--- src/rtl/mult_seq_ctrl.sv ---
// mult_seq_ctrl: iterative shift-add MULT/MULTU sequencer with HI/LO and stall.
// Optional early termination when the multiplier runs out of set bits: MULT_EARLY_OUT_EN.
module mult_seq_ctrl #(
   parameter int WIDTH = 32,
   parameter int CNT_W = 6
) (
   input  logic             clk,
   input  logic             rst_n,
   input  logic             start,
   input  logic [3:0]       control,
   input  logic [WIDTH-1:0] a,
   input  logic [WIDTH-1:0] b,
   input  logic             flush,
   output logic             busy,
   output logic             stall,
   output logic             done,
   output logic [WIDTH-1:0] hi,
   output logic [WIDTH-1:0] lo
);

   localparam logic [3:0] OP_MULT  = 4'b1000;
   localparam logic [3:0] OP_MULTU = 4'b1001;

   typedef enum logic [1:0] {
      S_IDLE,
      S_RUN,
      S_FINISH
   } state_t;

   state_t             r_state;
   state_t             w_next;
   logic               w_accept;
   logic               w_write;
   logic               w_signed;
   logic               w_last;
   logic [WIDTH-1:0]   w_op_a;
   logic [WIDTH-1:0]   w_op_b;
   logic [WIDTH-1:0]   w_mplier_sh;
   logic [2*WIDTH-1:0] w_prod;

   logic [2*WIDTH-1:0] r_acc;
   logic [2*WIDTH-1:0] r_mcand;
   logic [WIDTH-1:0]   r_mplier;
   logic [CNT_W-1:0]   r_cnt;
   logic               r_neg;
   logic [WIDTH-1:0]   r_hi;
   logic [WIDTH-1:0]   r_lo;

   // Operand conditioning: magnitudes for signed, raw for unsigned.
   always_comb begin
      w_signed    = (control == OP_MULT);
      w_op_a      = (w_signed && a[WIDTH-1]) ? -a : a;
      w_op_b      = (w_signed && b[WIDTH-1]) ? -b : b;
      w_mplier_sh = r_mplier >> 1;
      w_prod      = r_neg ? -r_acc : r_acc;
`ifdef MULT_EARLY_OUT_EN
      w_last      = (r_cnt == CNT_W'(WIDTH-1)) || (w_mplier_sh == '0);
`else
      w_last      = (r_cnt == CNT_W'(WIDTH-1));
`endif
   end

   // State register.
   always_ff @(posedge clk or negedge rst_n) begin
      if (!rst_n) r_state <= S_IDLE;
      else        r_state <= w_next;
   end

   // Next-state and control strobes; flush always wins.
   always_comb begin
      w_next   = r_state;
      w_accept = 1'b0;
      w_write  = 1'b0;
      unique case (r_state)
         S_IDLE: begin
            if (!flush && start &&
                (control == OP_MULT || control == OP_MULTU)) begin
               w_accept = 1'b1;
`ifdef MULT_EARLY_OUT_EN
               w_next   = (w_op_b == '0) ? S_FINISH : S_RUN;
`else
               w_next   = S_RUN;
`endif
            end
         end
         S_RUN: begin
            if (flush)       w_next = S_IDLE;
            else if (w_last) w_next = S_FINISH;
         end
         S_FINISH: begin
            w_next  = S_IDLE;
            w_write = !flush;
         end
         default: w_next = S_IDLE;
      endcase
   end

   // Shift-add datapath and HI/LO result registers.
   always_ff @(posedge clk or negedge rst_n) begin
      if (!rst_n) begin
         r_acc    <= '0;
         r_mcand  <= '0;
         r_mplier <= '0;
         r_cnt    <= '0;
         r_neg    <= 1'b0;
         r_hi     <= '0;
         r_lo     <= '0;
      end else begin
         if (w_accept) begin
            r_mcand  <= {{WIDTH{1'b0}}, w_op_a};
            r_mplier <= w_op_b;
            r_neg    <= w_signed & (a[WIDTH-1] ^ b[WIDTH-1]);
            r_acc    <= '0;
            r_cnt    <= '0;
         end else if (r_state == S_RUN) begin
            if (r_mplier[0]) r_acc <= r_acc + r_mcand;
            r_mcand  <= r_mcand << 1;
            r_mplier <= w_mplier_sh;
            r_cnt    <= r_cnt + CNT_W'(1);
         end
         if (w_write) begin
            r_hi <= w_prod[2*WIDTH-1:WIDTH];
            r_lo <= w_prod[WIDTH-1:0];
         end
      end
   end

   assign busy  = (r_state != S_IDLE);
   assign stall = busy;
   assign done  = w_write;
   assign hi    = r_hi;
   assign lo    = r_lo;

endmodule

--- config.mk ---
export PLATFORM = sky130hd
export DESIGN_NAME = mult_seq_ctrl
export DESIGN_NICKNAME = d
export VERILOG_FILES = /design/src/rtl/mult_seq_ctrl.sv
export SDC_FILE = /design/constraint.sdc
export NUM_CORES = 1
export LEC_CHECK = 0
export BUFFER_PORTS_ARGS = -buffer_cell sky130_fd_sc_hd__buf_2
export CORE_MARGIN = 2
export CORE_UTILIZATION = 40
export DETAILED_ROUTE_END_ITERATION = 6
export GPL_TIMING_DRIVEN = 0
export SLEW_MARGIN = 20
export SYNTH_ARGS = -nofsm -noshare
export SYNTH_HDL_FRONTEND = slang
export SYNTH_SLANG_ARGS = --single-unit
--- constraint.sdc ---
create_clock -name clk -period 4 [get_ports clk]
set_clock_uncertainty 0.1 [all_clocks]
set_input_delay 0.8 -clock clk [delete_from_list [all_inputs] [get_ports clk]]
set_output_delay 0.8 -clock clk [all_outputs]
set_load 0.005 [all_outputs]
# ---- Word-level counts from Yosys, hierarchy flattened
# Cells that the tools add are included.
dict set report totals {
  regBits 233
  inputBits 72
  word_cells 53
}
dict set report op_classes {
  n_addsub 5
  n_eq_ne 7
  mux 19
  bitwise 2
  reduce_logical 12
}
# operator n
set op_table {}
lappend op_table {{64-bit 2-to-1 mux} 6}
lappend op_table {{32-bit 2-to-1 mux} 4}
lappend op_table {{64-bit adder} 1}
lappend op_table {{32-bit negation} 2}
lappend op_table {{64-bit negation} 1}
lappend op_table {{6-bit 2-to-1 mux} 2}
lappend op_table {{4-bit equality test (second input constant)} 2}
lappend op_table {{6-bit by 1-bit adder with 6-bit output (second input constant)} 1}
lappend op_table {{6-bit by 5-bit equality test with 1-bit output (second input constant)} 1}
lappend op_table {{2-bit 2-to-1 mux} 3}
lappend op_table {{2-bit nonzero test} 3}
lappend op_table {{1-bit logical AND} 4}
lappend op_table {{2-bit case mux with 2 select lines} 1}
lappend op_table {{2-bit AND reduction} 2}
lappend op_table {{1-bit 2-to-1 mux} 3}
lappend op_table {{3-bit != test (second input constant)} 1}
lappend op_table {{2-bit by 1-bit equality test with 1-bit output (second input constant)} 1}
lappend op_table {{2-bit equality test (second input constant)} 1}
lappend op_table {{2-bit zero test} 1}
lappend op_table {{2-bit != test (second input constant)} 1}
lappend op_table {{1-bit AND} 1}
lappend op_table {{1-bit zero test} 1}
lappend op_table {{1-bit logical OR} 1}
lappend op_table {{1-bit bitwise XOR} 1}

# ---- Depth between registers and ports, before layout
dict set report logic_depth {
  ltp_word 7
  ltp_mapped 12
  ltp_nobuf 12
}

# ---- Least setup slack after synthesis
# Ideal clock, no wire load.
dict set report synth_path {
  path_type {register to register}
  startpoint {register r_acc[0]}
  endpoint {register r_acc[56]}
  setup_ns 0.104
  arrival_ns 3.408
  path_slack_ns 0.388
  stages_incl_launch_ff 13
  period_less_slack_ns 3.612
  path_cell_list {dfrtp_1 ha_1 fa_1 a21o_1 a221o_1 a221oi_1 a21oi_1 a21o_1 a31oi_1 o221ai_1 a2111o_1 a41o_1 o311ai_1}
}
dict set report synth_between {
  elab_chain_len 4
}
# element line_no
set synth_rtl {}
lappend synth_rtl {{start, declared} 41} ;# logic [2*WIDTH-1:0] r_acc;
lappend synth_rtl {{start signal, assigned} 116} ;# if (r_mplier[0]) r_acc <= r_acc + r_mcand;
lappend synth_rtl {{64-bit adder} 116}
lappend synth_rtl {{64-bit 2-to-1 mux} 116}
lappend synth_rtl {{64-bit 2-to-1 mux} 115} ;# end else if (r_state == S_RUN) begin
lappend synth_rtl {{64-bit 2-to-1 mux} 109} ;# if (w_accept) begin
# Every way passes these cells. The select of a mux whose other input is x is not followed.
# A chain may end at the register's enable or synchronous reset.

# ---- Final worst setup path
dict set report layout_path {
  startpoint {register r_acc[0]}
  endpoint {register r_acc[60]}
}
# The elaborated chain is that of the path after synthesis.

==> run_summary.xml <==
<?xml version="1.0" encoding="UTF-8"?>
<metrics>
  <group name="floorplan">
    <metric name="ios" unit="">139</metric>
    <metric name="die_span_in_x" unit="um">201</metric>
    <metric name="core" unit="um^2">38600</metric>
    <metric name="standard_cell_row_count" unit="">72</metric>
    <metric name="initial_core_utilization" unit="%">40.4</metric>
    <metric name="floorplan_die_area" unit="um^2">40600</metric>
    <metric name="die_height" unit="um">201</metric>
  </group>
  <group name="finish">
    <metric name="final_cells" unit="">2624</metric>
    <metric name="final_common_cell" unit="">sky130_fd_sc_hd__nand2_1</metric>
    <metric name="synthToLayoutAreaGrowth" unit="%">16.1</metric>
    <metric name="postLayoutCoreUtil" unit="%">46.9</metric>
    <metric name="seq_area" unit="um^2">5830</metric>
    <metric name="post_route_cells_drive_above_1_share" unit="%">10.9</metric>
    <metric name="layout.cells.most_common_list" unit="">372 x sky130_fd_sc_hd__nand2_1, 232 x sky130_fd_sc_hd__dfrtp_1, 225 x sky130_fd_sc_hd__o21ai_0</metric>
    <metric name="num-nets-final" unit="">2224</metric>
    <metric name="multi_input_area" unit="um^2">9290</metric>
    <metric name="n_fill_cell" unit="">3853</metric>
  </group>
  <group name="min_path">
    <metric name="hold_removal_path_class" unit="">input pin to async pin</metric>
  </group>
  <group name="job">
    <metric name="maxcap_viol_count" unit="">0</metric>
  </group>
  <group name="critical_path">
    <metric name="crit_type" unit="">flop to flop</metric>
    <metric name="worstSetupStartpointType" unit="">flop</metric>
    <metric name="regToRegSetupSlack" unit="ps">130</metric>
    <metric name="cp_common_cell" unit="">sky130_fd_sc_hd__a21o_1</metric>
    <metric name="timing.rr.end" unit="">r_acc[60]</metric>
    <metric name="worst_ep_arrival_time" unit="ps">4250</metric>
    <metric name="slowest_delay" unit="ps">520</metric>
    <metric name="critPathRequiredTime" unit="ps">4370</metric>
    <metric name="setup.worst_path.end_class" unit="">flop</metric>
    <metric name="path_max_fanout" unit="">4</metric>
    <metric name="worstPathCellList" unit="">ha_1 &gt; fa_2 &gt; a21o_1 &gt; a221o_1 &gt; a221oi_4 &gt; a21oi_4 &gt; a21o_1 &gt; a31oi_4 &gt; o221ai_2 &gt; a2111o_1 &gt; buf_4 &gt; a21o_1 &gt; nand3_1</metric>
    <metric name="cp_slowest_cell" unit="">sky130_fd_sc_hd__a2111o_1</metric>
    <metric name="regToRegStartpoint" unit="">r_acc[0]</metric>
    <metric name="worst_r2r_path_depth" unit="">13</metric>
  </group>
  <group name="drt">
    <metric name="vias" unit="">14500</metric>
    <metric name="viasPerCell" unit="">5.52</metric>
    <metric name="drt.antenna.violating_nets" unit="">0</metric>
    <metric name="first_pass_iters" unit="">5</metric>
    <metric name="wl_per_cell" unit="um">17.7</metric>
    <metric name="detailedRoute.firstIterationViolations" unit="">840</metric>
    <metric name="drc" unit="">0</metric>
    <metric name="finalWirelength" unit="um">46400</metric>
  </group>
  <group name="logic_synthesis">
    <metric name="synth.yosys.warnings" unit="">0</metric>
    <metric name="postSynth.asyncResetShare" unit="%">100</metric>
    <metric name="netlist-cell-type-count" unit="">71</metric>
    <metric name="yosysSeqAreaShare" unit="%">37.4</metric>
    <metric name="postSynthCellCount" unit="">1911</metric>
    <metric name="synth.ff_latch_count" unit="">233</metric>
    <metric name="synth_fp_nets" unit="">2051</metric>
    <metric name="syn-mean-instance-area" unit="um^2">8.16</metric>
    <metric name="netlist_area" unit="um^2">15600</metric>
    <metric name="synth_top_flop_cell" unit="">sky130_fd_sc_hd__dfrtp_1</metric>
    <metric name="number_of_flops_mapped_to_enable_cells_by_yosys" unit="">0</metric>
  </group>
  <group name="timing">
    <metric name="period_minus_slack" unit="ps">3870</metric>
    <metric name="layout_worst_path_cycle_share" unit="%">96.8</metric>
    <metric name="finalMaxSlewViolations" unit="">0</metric>
    <metric name="worstMarginPinSlew" unit="ps">818</metric>
    <metric name="max_freq" unit="GHz">0.258</metric>
    <metric name="rsz0062_at_grt" unit="">no</metric>
    <metric name="count_of_final_setup_violators" unit="">0</metric>
    <metric name="slew-limit-headroom" unit="%">44.1</metric>
    <metric name="timing.hold.ws" unit="ps">48.7</metric>
    <metric name="report.final.hold_viol_count" unit="">0</metric>
    <metric name="setup_slack_of_the_critical_path_after_layout" unit="ps">127</metric>
  </group>
  <group name="grt">
    <metric name="grt_pass1_vias" unit="">14000</metric>
    <metric name="initial_antenna_violation_count" unit="">5</metric>
    <metric name="global_route.usage.total" unit="%">22.7</metric>
    <metric name="globalRouteOverflowTotal" unit="">0</metric>
    <metric name="pin_count_of_the_biggest_net_entering_global_routing" unit="">94</metric>
    <metric name="grt_first_pass_wirelength" unit="um">74900</metric>
  </group>
  <group name="cts">
    <metric name="cts_root_buf" unit="">sky130_fd_sc_hd__clkbuf_16</metric>
    <metric name="cts.path.max_buffers" unit="">3</metric>
    <metric name="clock_sinks" unit="">233</metric>
    <metric name="clock_tree.htree_level_count" unit="">1</metric>
    <metric name="clk_pin_slew" unit="ps">60</metric>
    <metric name="tritoncts_clock_tree" unit="">yes</metric>
    <metric name="cts_made_buffers" unit="">27</metric>
    <metric name="worst_skew_pair.late_latency" unit="ps">550</metric>
  </group>
  <group name="place">
    <metric name="detailedPlace.worstSlack" unit="ps">-353</metric>
    <metric name="place_hpwl" unit="um">36400</metric>
    <metric name="gp_routability_congestion" unit="">0.944</metric>
    <metric name="placed_cells_incl_taps" unit="">2569</metric>
    <metric name="numPortBuffers" unit="">138</metric>
  </group>
  <group name="power">
    <metric name="share_seq_of_total_power" unit="%">32.7</metric>
    <metric name="total_power" unit="W">0.0124</metric>
    <metric name="pwr_density_cell" unit="nW/um^2">684</metric>
    <metric name="switching_power" unit="W">0.00538</metric>
    <metric name="power.internal" unit="W">0.00700</metric>
    <metric name="p_leak" unit="nW">8.13</metric>
    <metric name="pwr-share-clk" unit="%">21.8</metric>
    <metric name="comb_power_share" unit="%">45.5</metric>
    <metric name="netSwitchingFraction" unit="%">43.5</metric>
    <metric name="vdd_drop_max" unit="mV">0.341</metric>
  </group>
  <group name="outcome">
    <metric name="status" unit="">finished clean</metric>
  </group>
</metrics>
==> cell type report <==
type | instances | area share [%]
multi-input cells | 1532 | 51.3
clock inverters | 12 | 1.09
plain buffers | 120 | 2.52
repair buffers | 144 | 4.34
inverters | 26 | 0.539
clock buffers | 36 | 4.31
diodes | 3 | 0.0415
well taps | 518 | 3.58
flip-flops and latches | 233 | 32.2
==> critical path: cells and delay by family (launching register included) <==
| family | cells | cell delay (ps) |
|---|---|---|
| fa+ha+maj | 2 | 620 |
| flops | 1 | 440 |
| compound gates | 9 | 2400 |
| buf+inv | 1 | 180 |
| simple gates | 1 | 60 |
==> Yosys cell counts, drive strengths merged, types with 26 or more instances <==
master  instances  area [um^2]
nand2         372         1400
dfrtp         233         5830
o21ai         230         1150
clkbuf        110          413
nor2          107          402
a21oi          98          490
xor2           98          858
xnor2          82          718
ha             67          838
nand3          63          320
a21o           59          443
a31oi          58          363
o31ai          36          284
inv            26         97.6
==> stage by stage <==
stage	area [um^2]	setup TNS (ps)
2_1_floorplan	15600	0
3_3_place_gp	16900	-506690
3_5_place_dp	17000	-1900
4_1_cts	18000	0
5_1_grt	18100	0
6_report	18100	0
==> per-layer routing <==
layer / track usage [%] / share of wire (%) / vias up
li1: - / - / 7147
met1: 32.6 / 48 / 6862
met2: 35.9 / 44 / 407
met3: 3.22 / 6.2 / 71
met4: 5.78 / 2.2 / 6
met5: 0 / 0.088 / -
==> sequential cells by signal, indices dropped and copies added (netlist names) <==
signal,cells
r_mplier,32
r_neg,1
lo,32
r_state,2
hi,32
r_acc,64
r_mcand,64
r_cnt,6
==> logic make-up (layout without fill, tap and decap cells) <==
kind of cell	after synthesis	after routing	share of synthesized area, %
fa+ha+maj	68	68	5.51
buf+inv	146	338	3.55
compound gates	565	565	22.2
xor+xnor	180	180	10.1
simple gates	717	717	21.1
mux	2	2	0.128
flops	233	233	37.4
other cells	0	3	0
==> what timing repair did <==
| item | CTS | global route |
|---|---|---|
| hold buffers | 0 | 0 |
| pin swaps | 2 | 4 |
| endpoints found under the setup margin | 8 | 9 |
| buffers inserted | 0 | 4 |
| gates resized for setup | 7 | 8 |
==> worst max path at each step <==
| stage | from | end | slack, ps | cells after the start |
|---|---|---|---|---|
| after floorplan | r_acc[0] | r_acc[56] | 390 | 12 |
| final | r_acc[0] | r_acc[60] | 130 | 13 |
| after CTS | r_acc[0] | r_acc[56] | 0.6 | 12 |
| after global placement | rst_n | hi[22] | -2200 | 1 |
| after detailed placement | r_acc[0] | r_acc[62] | -350 | 12 |
| after global routing | r_acc[0] | r_acc[56] | 10 | 12 |
==> power by group through the flow <==
stage / registers, W / clock network [W] / logic, W
final: 0.00404 / 0.00270 / 0.00564
after global routing: 0.00414 / 0.00286 / 0.00634
after CTS: 0.00401 / 0.00276 / 0.00548
after detailed placement: 0.00405 / 0 / 0.00541
after global placement: 0.00403 / 0 / 0.00535
after floorplan: 0.00364 / 0 / 0.00425
(Power assumes the default switching activity.)
